File: config.mk
export PLATFORM = sky130hd
export DESIGN_NAME = rr_mux_sel_scanner
export DESIGN_NICKNAME = d
export VERILOG_FILES = /design/src/rtl/rr_scan_pkg.sv /design/src/rtl/rr_pick.sv /design/src/rtl/rr_mux_sel_scanner.sv
export SDC_FILE = /design/constraint.sdc
export NUM_CORES = 1
export LEC_CHECK = 0
export ABC_AREA = 1
export CAP_MARGIN = 20
export CORE_MARGIN = 5
export CORE_UTILIZATION = 45
export CTS_BUF_LIST = sky130_fd_sc_hd__clkbuf_8
export DETAILED_ROUTE_END_ITERATION = 10
export PLACE_DENSITY = 0.69
export SYNTH_ARGS = -nofsm -noshare
export SYNTH_HDL_FRONTEND = slang
export SYNTH_HIERARCHICAL = 1
export SYNTH_SLANG_ARGS = --single-unit
File: constraint.sdc
create_clock -name clk -period 2.46 [get_ports clk]
set_input_delay 0.492 -clock clk [delete_from_list [all_inputs] [get_ports clk]]
set_output_delay 0.492 -clock clk [all_outputs]
set_load 0.1 [all_outputs]
File: src/rtl/rr_scan_pkg.sv
// Shared types and widths for the round-robin mux select scanner.
package rr_scan_pkg;
    localparam int NCH   = 4;
    localparam int SEL_W = 2;
    localparam int CNT_W = 8;

    typedef enum logic [1:0] {
        IDLE  = 2'd0,
        GRANT = 2'd1,
        GAP   = 2'd2
    } scan_state_e;
endpackage

File: src/rtl/rr_pick.sv
// Combinational rotate-priority picker: searches last+1, last+2, last+3, last (mod 4).
module rr_pick
    import rr_scan_pkg::*;
(
    input  logic [NCH-1:0]   req,
    input  logic [SEL_W-1:0] last,
    output logic [SEL_W-1:0] pick,
    output logic             any
);
    logic [SEL_W-1:0] idx;

    always_comb begin
        pick = last;
        any  = |req;
        idx  = '0;
        // Walk from the farthest offset down so the nearest requester after last wins.
        for (int i = NCH; i >= 1; i--) begin
            idx = last + SEL_W'(i);
            if (req[idx]) pick = idx;
        end
    end
endmodule

File: src/rtl/rr_mux_sel_scanner.sv
// Round-robin sel/enable sequencer for a downstream 4-to-1 mux.
// Define SCAN_GAP_EN to insert one enable=0 cycle between consecutive grants.
module rr_mux_sel_scanner
    import rr_scan_pkg::*;
#(
    parameter int DWELL = 4
) (
    input  logic             clk,
    input  logic             rst,
    input  logic [NCH-1:0]   req,
    input  logic             hold,
    output logic [SEL_W-1:0] sel,
    output logic             enable,
    output logic             grant_done,
    output logic [1:0]       dbg_state
);
    localparam logic [CNT_W-1:0] LOAD = CNT_W'(DWELL - 1);

    scan_state_e      state;
    logic [CNT_W-1:0] cnt;
    logic [SEL_W-1:0] last;
    logic [SEL_W-1:0] pick;
    logic             any;
    logic             grant_end;

    rr_pick u_pick (
        .req  (req),
        .last (last),
        .pick (pick),
        .any  (any)
    );

    // Dwell expiry and requester drop collapse into one end-of-grant event; hold masks both.
    assign grant_end  = (state == GRANT) && !hold && ((cnt == '0) || !req[sel]);
    assign grant_done = grant_end;
    assign dbg_state  = state;

    always_ff @(posedge clk or posedge rst) begin
        if (rst) begin
            state  <= IDLE;
            cnt    <= '0;
            last   <= SEL_W'(NCH - 1);
            sel    <= '0;
            enable <= 1'b0;
        end else if (!hold) begin
            case (state)
                IDLE: begin
                    if (any) begin
                        state  <= GRANT;
                        sel    <= pick;
                        last   <= pick;
                        cnt    <= LOAD;
                        enable <= 1'b1;
                    end
                end
                GRANT: begin
                    if (grant_end) begin
`ifdef SCAN_GAP_EN
                        state  <= GAP;
                        enable <= 1'b0;
`else
                        if (any) begin
                            state  <= GRANT;
                            sel    <= pick;
                            last   <= pick;
                            cnt    <= LOAD;
                            enable <= 1'b1;
                        end else begin
                            state  <= IDLE;
                            enable <= 1'b0;
                        end
`endif
                    end else begin
                        cnt <= cnt - CNT_W'(1);
                    end
                end
                GAP: begin
                    if (any) begin
                        state  <= GRANT;
                        sel    <= pick;
                        last   <= pick;
                        cnt    <= LOAD;
                        enable <= 1'b1;
                    end else begin
                        state <= IDLE;
                    end
                end
                default: begin
                    state  <= IDLE;
                    enable <= 1'b0;
                end
            endcase
        end
    end
endmodule

Word level (Yosys, flattened, before mapping)
Index checks and enable logic that the tools add are counted.
{ "classes": {"n_mul": 0, "bitwise": 1, "order_cmp": 4, "reduce_logical": 14, "div": 0, "n_shift": 0, "n_mux": 28, "n_eq_ne": 5, "add_sub_neg": 4} }
{ "ops": {"columns": ["operator", "n"], "rows": [
  ["$mux 2", 9],
  ["$mux 8", 2],
  ["$pmux 8 s2", 1],
  ["$lt 2x3->1 const B", 4],
  ["$reduce_and 3->1", 3],
  ["$bmux 1 s2", 4],
  ["$logic_not 8->1", 1],
  ["$mux 1", 8],
  ["$pmux 2 s2", 2],
  ["$sub 8x1->8 const B", 1],
  ["$pmux 2 s3", 1],
  ["$add 2x2->2 const B", 2],
  ["$ne 2x2->1 const B", 2],
  ["$reduce_or 4->1", 1],
  ["$add 2x1->2 const B", 1],
  ["$eq 2x1->1 const B", 1],
  ["$eq 2x2->1 const B", 1],
  ["$logic_and 1x1->1", 2],
  ["$logic_not 1->1", 2],
  ["$logic_not 2->1", 1],
  ["$ne 2x1->1 const B", 1],
  ["$pmux 1 s2", 1],
  ["$reduce_and 2->1", 1],
  ["$reduce_bool 2->1", 1],
  ["other kinds (3)", 3]
]} }
{ "totals": {"wordCells": 61, "latchBits": 0, "regBits": 15, "n_memories": 0, "output_inout_bits": 6, "ramBits": 0, "rom_bits": 0, "input_bits": 7} }

Longest topological paths before layout
Gate-level depths: netlist (run 1).
{ "depth": {"ltp_word": 9, "ltp_mapped": 12, "ltp_nobuf": 11} }

Modules after synthesis
The synthesis (run 1) kept the hierarchy.
{ "by_module_without_submodules": {"columns": ["module", "cells_per_inst", "instances", "area_each_um2", "seq_area_each_um2"], "rows": [
  ["rr_mux_sel_scanner", 113, 1, 830.8, 327.8],
  ["rr_pick", 43, 1, 203.9, 0.0]
]} }

Least setup slack after synthesis (run 1)
Ideal clock, no wire load.
{ "synth_path": {"kind": "register to output", "startpoint": "register sel[0]", "endpoint": "output port grant_done", "path_buffers": 0, "path_slack_ps": -4, "stages_incl_launch_ff": 7, "arrival_time_ps": 1972, "required_time_ps": 1968, "path_cell_list": "dfrtp_1 nand2_1 nand3_1 nand2_1 nand2_2 nand2_2 inv_1"} }
{ "synth_between": {"elab_chain_cells": 5} }
{ "synth_lines": {"columns": ["item", "line_no", "source"], "rows": [
  ["start, declared", "rr_mux_sel_scanner.sv:12", "output logic [SEL_W-1:0] sel,"],
  ["start signal, assigned", "rr_mux_sel_scanner.sv:50", "sel <= pick;"],
  ["start signal, assigned", "rr_mux_sel_scanner.sv:64", "sel <= pick;"],
  ["start signal, assigned", "rr_mux_sel_scanner.sv:80", "sel <= pick;"],
  ["$bmux 1 s2", "rr_mux_sel_scanner.sv:34", "assign grant_end = (state == GRANT) && !hold && ((cnt == '0) || !req[sel]);"],
  ["$mux 1 (implied by the code)", "rr_mux_sel_scanner.sv:34", null],
  ["$logic_not 1->1", "rr_mux_sel_scanner.sv:34", null],
  ["$logic_or 1x1->1", "rr_mux_sel_scanner.sv:34", null],
  ["$logic_and 1x1->1", "rr_mux_sel_scanner.sv:34", null],
  ["end, declared", "rr_mux_sel_scanner.sv:14", "output logic grant_done,"]
]} }
Every way passes these cells. The select of a mux whose other input is x is not followed.

Final worst setup path (run 1)
{ "layout_path": {"startpoint": "input port req[3]", "endpoint": "output port grant_done"} }
{ "layout_between": {"elab_chain_cells": 5} }
{ "layout_lines": {"columns": ["item", "line_no", "source"], "rows": [
  ["start, declared", "rr_mux_sel_scanner.sv:10", "input logic [NCH-1:0] req,"],
  ["$bmux 1 s2", "rr_mux_sel_scanner.sv:34", null],
  ["$mux 1 (implied by the code)", "rr_mux_sel_scanner.sv:34", null],
  ["$logic_not 1->1", "rr_mux_sel_scanner.sv:34", null],
  ["$logic_or 1x1->1", "rr_mux_sel_scanner.sv:34", null],
  ["$logic_and 1x1->1", "rr_mux_sel_scanner.sv:34", null]
]} }
Every way passes these cells. The select of a mux whose other input is x is not followed.

==> flow_metrics.py, run 1 <==
metrics = {
    "routing": {
        "drt-initial-drc-count": 41,
        "drt_wl_total_mm": 2.052,
        "drt-vias-per-instance": 4.913,
        "dr.pass1.iters": 4,
        "routedWlPerCell_um": 10.47,
        "postRouteAntennaNets": 0,
        "drc_errors": 0,
        "via_count": 963,
    },
    "synthesis": {
        "yosysUniqueCellTypes": 24,
        "yosysSeqAreaShare_pct": 31.68,
        "syn-num-nets": 165,
        "synth_warnings": 6,
        "synth-seq-cells": 13,
        "synth.avg_cell_area_um2": 6.633,
        "syn_area_um2": 1035,
        "postSynthCellCount": 156,
    },
    "placed_design": {
        "dp.final_hpwl_mm": 1.628,
        "place_inst": 192,
        "io_buffers": 11,
        "gp_congestion": 0.7757,
    },
    "setup_path": {
        "worstPathArrival_ns": 1.65,
        "start_kind": "input port",
        "worstSetupPathType": "in -> out",
        "critical_path_peak_fanout": 3,
        "crit_path_end_kind": "output pin",
        "cp.required_ns": 1.97,
    },
    "final_layout": {
        "layout-drive-gt1-share_pct": 22.02,
        "nets": 178,
        "fin_util_pct": 54.24,
        "final_cells": 196,
        "area_growth_pct": 15.96,
        "final_cell_mix": "46 x nand2_1, 27 x inv_1, 14 x nand3_1",
        "layout_commonest_cell": "nand2_1",
        "nFillCells": 231,
        "antenna_cells": 0,
    },
    "clock_tree": {
        "clkLatencyLatePin_ns": 0.24,
        "clk_pin_slew_ns": 0.05,
        "cts_hold_buf": 0,
        "clk_path_buf_depth": 2,
        "cts_tree": "yes",
        "post_cts.repair.setup_buffers": 0,
        "cts.sinks": 13,
        "cts-root-buf": "clkbuf_8",
        "cts.htree.levels": 1,
        "post_cts_resized": 0,
        "numCtsBuffers": 3,
    },
    "timing": {
        "fin_crit_ns": 2.140,
        "period_share_pct": 86.99,
        "slew_headroom_pct": 65.22,
        "final.setup_skew_ns": 0.005317,
        "drv_slew": 0,
        "tightest_slew_ns": 0.5211,
        "tns_ns": 0,
        "rsz0062_at_grt": "false",
        "fmaxAchievable_mhz": 467.3,
        "hold_violations": 0,
        "setup_viol": 0,
    },
    "floorplanning": {
        "die_height_um": 57.95,
        "initial_core_util_pct": 46.78,
        "core-area_um2": 2212,
        "ios": 13,
        "die-width_um": 57.95,
        "num_rows": 17,
        "die_area_um2": 3358,
    },
    "global_route": {
        "groute.usage.overall_pct": 14.30,
        "antenna_found_initial": 0,
        "grt_pass1_wl_mm": 3.801,
        "grt_pass1_vias": 902,
        "grt-ovfl-total": 0,
        "grt_max_degree": 14,
    },
    "power": {
        "p_leak_nw": 0.6857,
        "p_per_area_nw_per_um2": 1319,
        "peakVddDrop_mv": 0.8362,
    },
    "min_path": {
        "hold_path.class": "reg -> reg",
    },
    "flow_run": {
        "maxCapViolCount": 0,
    },
    "outcome": {
        "status": "completed",
    },
}
[sequential cells by signal (all words and copies together) (netlist names)]
name / flops
cnt: 8
dbg_state: 1
sel: 2
last: 2
[cell usage after synthesis]
library cell | number | area [um^2]
a21oi_2 | 1 | 8.760
a31o_2 | 1 | 8.760
buf_4 | 2 | 15.01
buf_6 | 1 | 11.26
conb_1 | 1 | 3.750
dfrtp_1 | 11 | 275.3
dfstp_2 | 2 | 52.55
ha_1 | 2 | 25.02
inv_1 | 26 | 97.59
inv_2 | 5 | 18.77
inv_6 | 1 | 8.760
nand2_1 | 46 | 172.7
nand2_2 | 13 | 81.33
nand2_4 | 2 | 22.52
nand3_1 | 14 | 70.07
nand3_4 | 1 | 17.52
nand4_1 | 2 | 12.51
nor2_1 | 10 | 37.54
nor2_4 | 1 | 11.26
nor3b_2 | 1 | 12.51
o211ai_1 | 1 | 7.510
o21ai_0 | 4 | 20.02
o21ai_1 | 7 | 35.03
xor2_1 | 1 | 8.760
[through the flow]
step	instance area (um^2)	power (W)	setup slack [ns]	hold WS [ns]
floorplan	1036	0.001221	0.05196	0.3675
global placement	1155	0.001367	0.3541	0.4835
detailed placement	1155	0.001394	0.3231	0.5073
CTS	1200	0.001588	0.3178	0.5195
global route	1200	0.001718	0.2631	0.5524
finish	1200	0.001583	0.3201	0.5142
[final cells by class]
class | instances | area, um^2 | share of cell area, %
inverter | 32 | 125.1 | 10.43
timing repair buffer | 11 | 110.1 | 9.176
sequential | 13 | 329.1 | 27.42
multi-input combinational | 108 | 555.5 | 46.30
clock buffer | 3 | 41.29 | 3.441
tap | 28 | 35.03 | 2.920
clock inverter | 1 | 3.754 | 0.3128
[critical path, stage by stage]
cell	delay, ns
clkdlybuf4s50_1	0.53
inv_1	0.05
nand2_1	0.06
nand3_1	0.07
nand2_1	0.09
nand2_2	0.05
nand2_2	0.08
inv_1	0.07
buf_12	0.16
[cells by family after synthesis]
logic type | count (synthesis) | synth area share, %
and+or+nand+nor | 90 | 42.32
xor gates and xnor gates | 1 | 0.8466
other | 1 | 0.3624
DFF | 13 | 31.68
buffers and inverters | 35 | 14.63
adders and majority gates | 2 | 2.418
AOI/OAI and AO/OA | 14 | 7.739
[power breakdown]
part	total [W]	internal, W	leakage [nW]	switching [W]
registers	0.000405	0.000305	0.156	0.000100
clock network	0.000186	0.000110	0.0269	0.0000756
logic	0.000992	0.000291	0.503	0.000700
total	0.00158	0.000706	0.686	0.000876
[routing by layer]
layer / global-route usage [%] / share of wire, % / up-vias
li1: - / - / 494
met1: 17.71 / 48 / 437
met2: 23.55 / 43 / 30
met3: 4.900 / 8.2 / 2
met4: 3.974 / 0.58 / 0
met5: 0 / 0 / -
[worst paths after layout]
| check | startpoint | to | slack (ns) | cells after the start |
|---|---|---|---|---|
| max | req[3] | grant_done | 0.32 | 9 |
| min | cnt[0] | cnt[0] | 0.51 | 2 |
| max reg2reg | cnt[0] | sel[0] | 0.95 | 10 |
| min reg2reg | cnt[0] | cnt[0] | 0.51 | 2 |
| max in group asynchronous | rst | sel[0] | 1.51 | 2 |
| min in group asynchronous | rst | sel[1] | 0.58 | 2 |
(Power assumes the default switching activity.)
==> run 2: changes to the inputs <==
--- a/config.mk
+++ b/config.mk
@@ -12,6 +12,7 @@
 export CTS_BUF_LIST = sky130_fd_sc_hd__clkbuf_8
 export DETAILED_ROUTE_END_ITERATION = 10
 export PLACE_DENSITY = 0.69
+export SETUP_SLACK_MARGIN = 0.5
 export SYNTH_ARGS = -nofsm -noshare
 export SYNTH_HDL_FRONTEND = slang
 export SYNTH_HIERARCHICAL = 1
==> flow_metrics.py, run 2 (synthesized netlist as in run 1, its figures left out) <==
metrics = {
    "setup_path": {
        "worstSetupPathType": "reg -> out",
        "crit_slowest_cell": "dfrtp_1",
        "crit_start": "cnt[0]",
        "r2r-end": "cnt[6]",
        "start_kind": "register",
        "cp.required_ns": 1.97,
        "r2r.worst_path.cells": 12,
        "worstPathArrival_ns": 1.49,
        "crit_path_frequent_cell": "nand2_2",
        "critical_path_peak_fanout": 2,
        "crit_path_end_kind": "output pin",
        "cp_cell_sequence": "inv_2, ha_4, nor3b_4, nand2_2, nand2_2, nand2_4, clkinvlp_4, buf_12",
        "max_stage_delay_ns": 0.39,
        "crit_buf_inv": 3,
        "path_delay_family": "simple AND/OR/NAND/NOR gates",
        "r2r-start": "cnt[1]",
        "rrSetupSlack_ns": 0.74,
    },
    "min_path": {
        "hold_path.class": "reg -> reg",
        "hold_path_end": "last[1]",
        "min_from": "last[1]",
        "min_path_cells": 2,
    },
    "routing": {
        "drc_errors": 0,
        "drt-vias-per-instance": 4.856,
        "routedWlPerCell_um": 11.54,
        "postRouteAntennaNets": 0,
        "drt_wl_total_mm": 2.332,
        "via_count": 981,
        "drt-initial-drc-count": 43,
        "dr.pass1.iters": 4,
    },
    "power": {
        "p_per_area_nw_per_um2": 1345,
        "power.switching_w": 0.0009345,
        "peakVddDrop_mv": 0.8541,
        "p_leak_nw": 0.7092,
        "switching_share_pct": 54.40,
        "p_int_w": 0.0007833,
        "seqPwrFrac_pct": 24.9,
        "pwr-share-comb_pct": 63.9,
        "p_clk_share_pct": 11.2,
    },
    "clock_tree": {
        "clk_path_buf_depth": 2,
        "clkLatencyLatePin_ns": 0.25,
        "clk_pin_slew_ns": 0.05,
        "cts_tree": "yes",
        "numCtsBuffers": 3,
        "cts_hold_buf": 0,
        "cts-root-buf": "clkbuf_8",
        "cts.htree.levels": 1,
        "cts.sinks": 13,
    },
    "global_route": {
        "grt_pass1_vias": 914,
        "grt_pass1_wl_mm": 4.077,
        "use_met3_pct": 4.677,
        "antenna_found_initial": 0,
        "met2_usage_pct": 25.97,
        "grt-busiest-layer": "met2",
        "grt_max_degree": 14,
        "grt-ovfl-total": 0,
        "use_met1_pct": 19.73,
        "groute.usage.overall_pct": 15.49,
    },
    "final_layout": {
        "fin_util_pct": 57.75,
        "final_cell_mix": "46 x nand2_1, 22 x inv_1, 14 x nand3_1",
        "layout_commonest_cell": "nand2_1",
        "nFillCells": 210,
        "antenna_cells": 0,
        "reg_top3": "cnt (8), last (2), sel (2)",
        "nets": 184,
        "area_growth_pct": 23.46,
        "layout-drive-gt1-share_pct": 29.89,
        "largest_reg_flops": 8,
        "regMostFlops": "cnt",
    },
    "timing": {
        "period_share_pct": 80.72,
        "drv_slew": 0,
        "rsz0062_at_grt": "true",
        "final.setup_skew_ns": 0.004959,
        "tns_ns": 0,
        "fin_crit_ns": 1.986,
        "tightest_slew_ns": 0.5030,
        "setup_viol": 0,
        "hold_violations": 0,
        "fmaxAchievable_mhz": 503.6,
        "setup_ws_ns": 0.4744,
        "slew_headroom_pct": 66.43,
    },
    "placed_design": {
        "io_buffers": 11,
        "dp.final_hpwl_mm": 1.634,
        "pre_cts_ws_ns": 0.2678,
        "gp_congestion": 0.7983,
    },
    "floorplanning": {
        "ios": 13,
        "die-width_um": 57.95,
        "num_rows": 17,
        "core-area_um2": 2212,
        "initial_core_util_pct": 46.78,
        "die_area_um2": 3358,
        "die_height_um": 57.95,
    },
    "flow_run": {
        "maxCapViolCount": 0,
    },
    "outcome": {
        "status": "completed",
    },
}
## run 2: layout make-up
type	instances	area, um^2	share of cell area [%]
multi-input cells	108	581.8	45.54
flip-flops and latches	13	336.6	26.35
repair buffers	17	148.9	11.66
inverters	32	128.9	10.09
clock buffers	3	41.29	3.232
well taps	28	35.03	2.742
clock inverters	1	5.005	0.3918
## run 2: power groups by stage
stage | combinational [W] | sequential, W | clock [W]
final | 0.00110 | 0.000428 | 0.000192
after global routing | 0.00119 | 0.000445 | 0.000207
after global placement | 0.000967 | 0.000419 | 0
after CTS | 0.00109 | 0.000426 | 0.000197
after detailed placement | 0.000988 | 0.000424 | 0
after floorplan | 0.000692 | 0.000546 | 0
## run 2: stage by stage
| stage | cells | hold slack [ns] | total power (W) | cell area [um^2] |
|---|---|---|---|---|
| after global placement | 192 | 0.4840 | 0.001385 | 1166 |
| after global routing | 202 | 0.5454 | 0.001846 | 1277 |
| after CTS | 202 | 0.5216 | 0.001710 | 1277 |
| after detailed placement | 192 | 0.4909 | 0.001412 | 1166 |
| after floorplan | 156 | 0.3675 | 0.001238 | 1047 |
| final | 202 | 0.5223 | 0.001718 | 1277 |
## run 2: how the worst max path moves through the flow
stage,to,slack (ns),cells past startpoint
2_1_floorplan,grant_done,0.51,6
3_3_place_gp,grant_done,0.28,9
3_5_place_dp,grant_done,0.27,9
4_1_cts,grant_done,0.49,8
5_1_grt,grant_done,0.40,8
6_report,grant_done,0.47,8
## run 2: worst min-delay path, cell delays in order (launching register included)
cell and delay, ns:
dfstp_2 0.39, nand2_1 0.06, o21ai_1 0.06
## run 2: what timing repair did
item,4_1_cts,5_1_grt
pin swaps,4,3
buffers inserted,6,0
setup endpoints to repair,1,1
hold endpoints to repair,0,0
resized for setup,12,0
## run 2: layer usage
| metal | part of all wire (%) | wire length (um) |
|---|---|---|
| met5 | 0 | 0 |
| met4 | 0.51 | 12 |
| met3 | 5.7 | 132 |
| met2 | 50 | 1155 |
| met1 | 44 | 1031 |
